**src/rtl/fetch_if.sv**
```systemverilog
// Fetch-stage bus bundle: memory read port on one side, decoder handshake
// and branch redirect on the other.
interface fetch_if;
  logic [7:0] mem_addr;
  logic [7:0] mem_q;
  logic       mem_busy;
  logic [7:0] instr;
  logic [7:0] operand;
  logic       instr_valid;
  logic       instr_ready;
  logic       branch_taken;
  logic [7:0] branch_addr;
  logic [7:0] pc;

  modport master (
    output mem_addr,
    input  mem_q,
    input  mem_busy,
    output instr,
    output operand,
    output instr_valid,
    input  instr_ready,
    input  branch_taken,
    input  branch_addr,
    output pc
  );

  modport slave (
    input  mem_addr,
    output mem_q,
    input  mem_busy,
    input  instr,
    input  operand,
    input  instr_valid,
    output instr_ready,
    output branch_taken,
    output branch_addr,
    input  pc
  );
endinterface

```
**src/rtl/fetch_unit.sv**
```systemverilog
// Instruction fetch for the 8-bit RISC-SPM core: reads 1- or 2-byte
// instructions from a 1-cycle-latency memory and presents them to the decoder.
module fetch_unit #(
  parameter logic [7:0]  RESET_PC = 8'h00,
  parameter logic [15:0] LONG_OPS = 16'b0000_0001_1110_0000
) (
  input  logic    clk,
  input  logic    rst_n,
  fetch_if.master bus
);

  typedef enum logic [2:0] {
    FETCH_OP,
    CAP_OP,
    FETCH_ARG,
    CAP_ARG,
    HOLD
  } state_t;

  state_t     state;
  logic [7:0] pc_r;
  logic [7:0] instr_r;
  logic [7:0] operand_r;
  logic       valid_r;

  function automatic logic has_operand(input logic [7:0] opcode);
    return LONG_OPS[opcode[7:4]];
  endfunction

  // In CAP_OP the operand read is issued early so a long instruction costs
  // only one extra cycle; pc itself advances on the same edge.
  assign bus.mem_addr    = (state == CAP_OP) ? pc_r + 8'd1 : pc_r;
  assign bus.instr       = instr_r;
  assign bus.operand     = operand_r;
  assign bus.instr_valid = valid_r;
  assign bus.pc          = pc_r;

  always_ff @(posedge clk) begin
    if (!rst_n) begin
      state     <= FETCH_OP;
      pc_r      <= RESET_PC;
      instr_r   <= 8'h00;
      operand_r <= 8'h00;
      valid_r   <= 1'b0;
    end else if (bus.branch_taken) begin
      pc_r    <= bus.branch_addr;
      state   <= FETCH_OP;
      valid_r <= 1'b0;
    end else begin
      case (state)
        FETCH_OP: begin
          if (!bus.mem_busy) state <= CAP_OP;
        end
        CAP_OP: begin
          instr_r <= bus.mem_q;
          pc_r    <= pc_r + 8'd1;
          if (!has_operand(bus.mem_q)) begin
            operand_r <= 8'h00;
            state     <= HOLD;
            valid_r   <= 1'b1;
          end else if (!bus.mem_busy) begin
            state <= CAP_ARG;
          end else begin
            state <= FETCH_ARG;
          end
        end
        FETCH_ARG: begin
          if (!bus.mem_busy) state <= CAP_ARG;
        end
        CAP_ARG: begin
          operand_r <= bus.mem_q;
          pc_r      <= pc_r + 8'd1;
          state     <= HOLD;
          valid_r   <= 1'b1;
        end
        HOLD: begin
          if (bus.instr_ready) begin
            state   <= FETCH_OP;
            valid_r <= 1'b0;
          end
        end
        default: begin
          state   <= FETCH_OP;
          valid_r <= 1'b0;
        end
      endcase
    end
  end

endmodule

```
**src/flat_wrapper.sv**
```systemverilog
// flat-port wrapper written by rule: the top's interface ports become plain ports
module fetch_unit_flat 
#(
  parameter logic [7:0]  RESET_PC = 8'h00,
  parameter logic [15:0] LONG_OPS = 16'b0000_0001_1110_0000
)
  (clk, rst_n, bus_mem_addr, bus_mem_q, bus_mem_busy, bus_instr, bus_operand, bus_instr_valid, bus_instr_ready, bus_branch_taken, bus_branch_addr, bus_pc);
  fetch_if bus_i ();
  input  logic clk;
  input  logic rst_n;
  output wire logic [$bits(bus_i.mem_addr)-1:0] bus_mem_addr;
  input wire logic [$bits(bus_i.mem_q)-1:0] bus_mem_q;
  input wire logic [$bits(bus_i.mem_busy)-1:0] bus_mem_busy;
  output wire logic [$bits(bus_i.instr)-1:0] bus_instr;
  output wire logic [$bits(bus_i.operand)-1:0] bus_operand;
  output wire logic [$bits(bus_i.instr_valid)-1:0] bus_instr_valid;
  input wire logic [$bits(bus_i.instr_ready)-1:0] bus_instr_ready;
  input wire logic [$bits(bus_i.branch_taken)-1:0] bus_branch_taken;
  input wire logic [$bits(bus_i.branch_addr)-1:0] bus_branch_addr;
  output wire logic [$bits(bus_i.pc)-1:0] bus_pc;
  assign bus_mem_addr = bus_i.mem_addr;
  assign bus_i.mem_q = bus_mem_q;
  assign bus_i.mem_busy = bus_mem_busy;
  assign bus_instr = bus_i.instr;
  assign bus_operand = bus_i.operand;
  assign bus_instr_valid = bus_i.instr_valid;
  assign bus_i.instr_ready = bus_instr_ready;
  assign bus_i.branch_taken = bus_branch_taken;
  assign bus_i.branch_addr = bus_branch_addr;
  assign bus_pc = bus_i.pc;
  fetch_unit #(.RESET_PC(RESET_PC), .LONG_OPS(LONG_OPS)) u_core (.clk(clk), .rst_n(rst_n), .bus(bus_i));
endmodule
```
**config.mk**
```make
export PLATFORM = sky130hd
export DESIGN_NAME = fetch_unit_flat
export DESIGN_NICKNAME = d
export VERILOG_FILES = /design/src/rtl/fetch_if.sv /design/src/rtl/fetch_unit.sv /design/src/flat_wrapper.sv
export SDC_FILE = /design/constraint.sdc
export NUM_CORES = 1
export LEC_CHECK = 0
export CAP_MARGIN = 20
export CORE_MARGIN = 1
export CORE_UTILIZATION = 39
export CTS_CLUSTER_DIAMETER = 60
export CTS_CLUSTER_SIZE = 8
export DETAILED_ROUTE_END_ITERATION = 6
export PLACE_DENSITY = 0.83
export SYNTH_ARGS = -nofsm -noshare
export SYNTH_HDL_FRONTEND = slang
export SYNTH_SLANG_ARGS = --single-unit
```
**constraint.sdc**
```tcl
create_clock -name clk -period 1.3 [get_ports clk]
set_input_delay 0.13 -clock clk [delete_from_list [all_inputs] [get_ports clk]]
set_output_delay 0.13 -clock clk [all_outputs]
set_load 0.01 [all_outputs]
```
=== Word level (Yosys, flattened, before mapping) ===
Memory sizes are Yosys's and may differ from the RTL's.
Index checks and enable logic that the tools add are counted.

* Bits of input ports: 21
* Register bits: 28
* Memories kept: 1
* Logic and storage cells: 44
* Memory bits (read-only): 16

* $lt $le $gt $ge: 1
* Bitwise gates (word level): 3
* Mux-type cells: 15
* Eq/ne operators: 8
* Reductions and logical operators: 10
* Add/sub/neg operators: 1

{| class="wikitable"
|+ Memories
! memory !! depth !! bits a word !! rd ports !! clocked after memory_dff !! write ports !! line !! text
|-
| (name not given) || 16 || 1 || 1 || 0 || 0 || fetch_unit.sv:27 || <nowiki>return LONG_OPS[opcode[7:4]];</nowiki>
|}

{| class="wikitable"
|+ Operators by type and width
! kind !! count
|-
| $mux W8 || 4
|-
| $pmux W8 S2 || 1
|-
| $pmux W3 S5 || 1
|-
| $mux W3 || 4
|-
| $reduce_and A3 Y1 || 3
|-
| $add A8 B1 Y8 const B || 1
|-
| $ne A2 B2 Y1 const B || 4
|-
| $eq A3 B2 Y1 const B || 2
|-
| $reduce_or A2 Y1 || 3
|-
| $lt A4 B5 Y1 const B || 1
|-
| $mux W1 || 4
|-
| $pmux W1 S4 || 1
|-
| $reduce_bool A2 Y1 || 2
|-
| $eq A3 B1 Y1 const B || 1
|-
| $eq A3 B3 Y1 const B || 1
|-
| $logic_not A3 Y1 || 1
|-
| $not A1 Y1 || 3
|-
| $reduce_and A2 Y1 || 1
|}

=== Logic depth before layout (Yosys ltp) ===
* Depth in word-level cells: 4
* Gate-level depth with buffers: 5

=== Worst setup path before layout ===
OpenSTA, ideal clock, no wires.

* Kind: reg-to-reg
* Start point: reg u_core.state[2]
* End point: reg u_core.pc_r[1], in the netlist u_core.bus.pc[1]
* Arrival: 1.248 ns
* Buffers on the path: 1
* Setup slack: -0.076 ns
* Library setup time: 0.128 ns
* Stages on the path, launching flop included: 6
* Cells stage by stage: dfxtp_1 > nand2b_4 > buf_6 > mux2_2 > mux2i_1 > nor2_1

* Cells in the longest elaborated chain, start to end: 3
* Elaborated cells between the ends (all ways): 4
* Classes of those cells: eq/ne (2); reduce/logical (2)

{| class="wikitable"
|+ RTL lines
! element !! line !! text
|-
| from (decl) || fetch_unit.sv:20 || <nowiki>state_t state;</nowiki>
|-
| from (signal assigned) || fetch_unit.sv:40 || <nowiki>state <= FETCH_OP;</nowiki>
|-
| from (signal assigned) || fetch_unit.sv:47 || <nowiki>state <= FETCH_OP;</nowiki>
|-
| from (signal assigned) || fetch_unit.sv:52 || <nowiki>if (!bus.mem_busy) state <= CAP_OP;</nowiki>
|-
| $eq A3 B2 Y1 / $eq A3 B1 Y1 (equally long branches) || fetch_unit.sv:50 || <nowiki>case (state)</nowiki>
|-
| $reduce_or A2 Y1 (no source line) (*) || - ||
|-
| $reduce_bool A2 Y1 (no source line) (*) || - ||
|-
| to (signal assigned) || fetch_unit.sv:46 || <nowiki>pc_r <= bus.branch_addr;</nowiki>
|-
| to (signal assigned) || fetch_unit.sv:56 || <nowiki>pc_r <= pc_r + 8'd1;</nowiki>
|-
| to (signal assigned) || fetch_unit.sv:72 || <nowiki>pc_r <= pc_r + 8'd1;</nowiki>
|-
| to (decl) || fetch_unit.sv:21 || <nowiki>logic [7:0] pc_r;</nowiki>
|}

Mark *: on every way between the ends. The rest lies on a longest branch, timed or not.
A chain may end at the register's enable or synchronous reset.

=== Worst setup path in the final report ===
* Start point: reg u_core.state[0]
* End point: out bus_mem_addr[6]

* Cells in the longest elaborated chain, start to end: 2

{| class="wikitable"
|+ RTL lines
! element !! line !! text
|-
| $eq A3 B1 Y1 || fetch_unit.sv:32 || <nowiki>assign bus.mem_addr = (state == CAP_OP) ? pc_r + 8'd1 : pc_r;</nowiki>
|-
| $mux W8 || fetch_unit.sv:32 ||
|-
| to (decl) || flat_wrapper.sv:11 || <nowiki>output wire logic [$bits(bus_i.mem_addr)-1:0] bus_mem_addr;</nowiki>
|}

Every way passes these cells.

==> reports/metrics.cfg <==
[drt]
drtIter0Drc = 180
drtAntennaViolNets = 0
drt_wl_total_um = 5970
firstDrtPassIters = 6
num_vias = 1764
drc = 0
wire_per_inst_um = 19.1
vias_per_cell = 5.64

[grt]
grt_usage_pct = 26.2
use_met2_pct = 41.1
gr-total-overflow = 0
grt_pass1_wl_um = 7870
antenna_found_initial = 0
grt_pass1_vias = 1587
busiest_layer = met2
use_met1_pct = 34.3
grt_max_degree = 18
use_met3_pct = 4.60

[yosys]
synth_flop_cell = dfxtp_1
yosysTopAreaCell = dfxtp_1
synthCells = 159
ys_async_sr_fraction_pct = 0
synth.top_cells.by_count = nand2_1, dfxtp_1, a21oi_1, a311oi_1, a31oi_1
syn-num-nets = 181
avgSynthCellArea_um2 = 8.90
synth_edf_count = 0
syn_area_um2 = 1420
ys_ff_latch = 28
synth_area_leaders = dfxtp_1, nand2_1, a311oi_1
synth_cell_types = 36
ys_seq_area_share_pct = 39.6
synth_most_common_cell = nand2_1
yosys_warnings = 0
synth_top_cell_area_share_pct = 39.6

[floorplan]
die_h_um = 62.2
io_pins = 54
core_um2 = 3420
initial_core_util_pct = 41.4
die_width_um = 62.2
row_count = 21
die-area_um2 = 3870

[timing]
setup_tns_ps = -7760
max_freq_ghz = 0.585
setup_violations = 35
final_hold_viol_count = 0
skew_ps = 8.19
worstMarginPinSlew_ps = 331
rsz0062_at_grt = yes
fin_crit_sh_pct = 132
period_minus_slack_ps = 1710
maxSlewHeadroom_pct = 77.7
slew_violations = 0
fin_hold_ws_ps = 245
setup_slack_ps = -411

[clock_network]
cts_tree = done
htree_levels = 1
clockBufferDepth = 2
clk_latency_ps = 360
cts_buffers = 3
cts_sinks = 28
path_clk_slew_ps = 170
root_buffer = clkbuf_4

[final_layout]
fin_util_pct = 82.4
nNetsFinal = 290
finish.instance_area_um2 = 2810
antenna_cells = 0
syn_to_final_growth_pct = 98.9
drive_above_1_share_pct = 51.3

[place]
dp_hpwl_um = 3110
place.gp.congestion = 0.854
placed_area_um2 = 2290
port_buffers = 53

[critical_path]
cp-end-kind = primary output
critPathMaxStageDelay_ps = 390
crit_arrival_ps = 1580
critPathKind = flip-flop to primary output
critPathBufInv = 1
crit_chain = nor3b_4 > nand4_1 > nor2_1 > xor2_1 > buf_2
cp_slowest_cell = dfxtp_4
cp.required_ps = 1170
cp_top_family = simple AND/OR/NAND/NOR gates
cp-start-kind = flip-flop
path_max_fanout = 3

[power_and_ir_drop]
p_per_area_nw_per_um2 = 726
p_leak_nw = 1.21
ir_drop_v = 0.000500

[hold_path]
hold_class = primary input to flip-flop

[status]
status = finished, violations left
violations = negative setup slack

[run]
cap_violations = 0

[cell families (layout without fill, tap and decap cells)]
| group | Yosys count | after routing | share of synthesized area (%) |
|---|---|---|---|
| xor+xnor | 12 | 12 | 7.43 |
| fa+ha+maj | 1 | 1 | 0.884 |
| mux | 4 | 4 | 3.01 |
| simple gates | 59 | 59 | 24.0 |
| flops | 28 | 28 | 39.6 |
| buf+inv | 12 | 120 | 5.04 |
| compound gates | 43 | 43 | 20.0 |
[placed cells by master, fill, tap and decap left out, drive strengths merged, types with 2 or more instances in the layout]
cell	synthesis	final
buf	6	68
nand2	30	30
dfxtp	28	28
clkdlybuf4s50	0	19
dlygate4sd2	0	19
a21oi	11	11
nor2	9	9
a311oi	9	9
a31oi	9	9
o21ai	6	6
xor2	6	6
xnor2	6	6
nor3	5	5
clkbuf	3	5
inv	3	3
clkdlybuf4s15	0	3
nand3	3	3
nand4	2	2
mux2	2	2
nor4	2	2
or3	2	2
nand3b	2	2
mux2i	2	2
dlymetal6s2s	0	2
a211oi	2	2
[state kept, by name, summed over array words and instances, names as in the netlist]
signal and cells:
u_core.bus.operand 8, u_core.state 3, u_core.bus.instr_valid 1, u_core.bus.instr 8, u_core.bus.pc 8
[repair_timing]
item | 4_1_cts | 5_1_grt
hold buffers | 0 | 0
hold endpoints to repair | 0 | 0
setup endpoints to repair | 48 | 42
pin swaps | 24 | 44
buffers inserted | 10 | 8
gates resized for setup | 89 | 70
[metrics by stage]
step,worst slack (ps),instances,power [mW]
global placement,-345,293,1.33
floorplan,-1.24,159,1.08
detailed placement,-370,293,1.34
CTS,-353,307,1.93
finish,-411,313,2.04
global route,-483,313,2.10
[cell type report]
type	instances	area (um^2)
multi-input combinational	119	1090
timing repair buffer	113	1010
fill	183	602
sequential	28	592
tap	46	57.6
clock inverter	1	30.0
clock buffer	3	22.5
inverter	3	11.3
[where the power goes]
part	switching, mW	leakage [nW]	total, mW	internal [mW]
logic	0.252	0.951	0.523	0.271
clock network	0.298	0.0279	0.610	0.313
registers	0.0282	0.235	0.910	0.882
total	0.578	1.21	2.04	1.47
[metal layers]
layer  part of all wire [%]  up-vias
met2                     48      103
met4                    2.3        0
met5                      0        -
met1                     43      851
met3                    6.5       17
li1                       -      793
[worst min-delay path: cells and delay by family]
kind	cells	cell delay (ps)
compound gates	1	40
buf+inv	2	350
simple gates	1	50
[final timing paths]
check / startpoint / end / slack, ps / cells after the start
worst max-delay path: u_core.state[0] / bus_mem_addr[6] / -410 / 5
worst min-delay path: bus_mem_q[5] / u_core.bus.instr[5] / 250 / 4
worst max register to register: u_core.state[0] / u_core.bus.operand[3] / -310 / 8
worst min register to register: u_core.bus.instr[3] / u_core.bus.instr[3] / 470 / 2
Power figures use the tool's default switching activity.
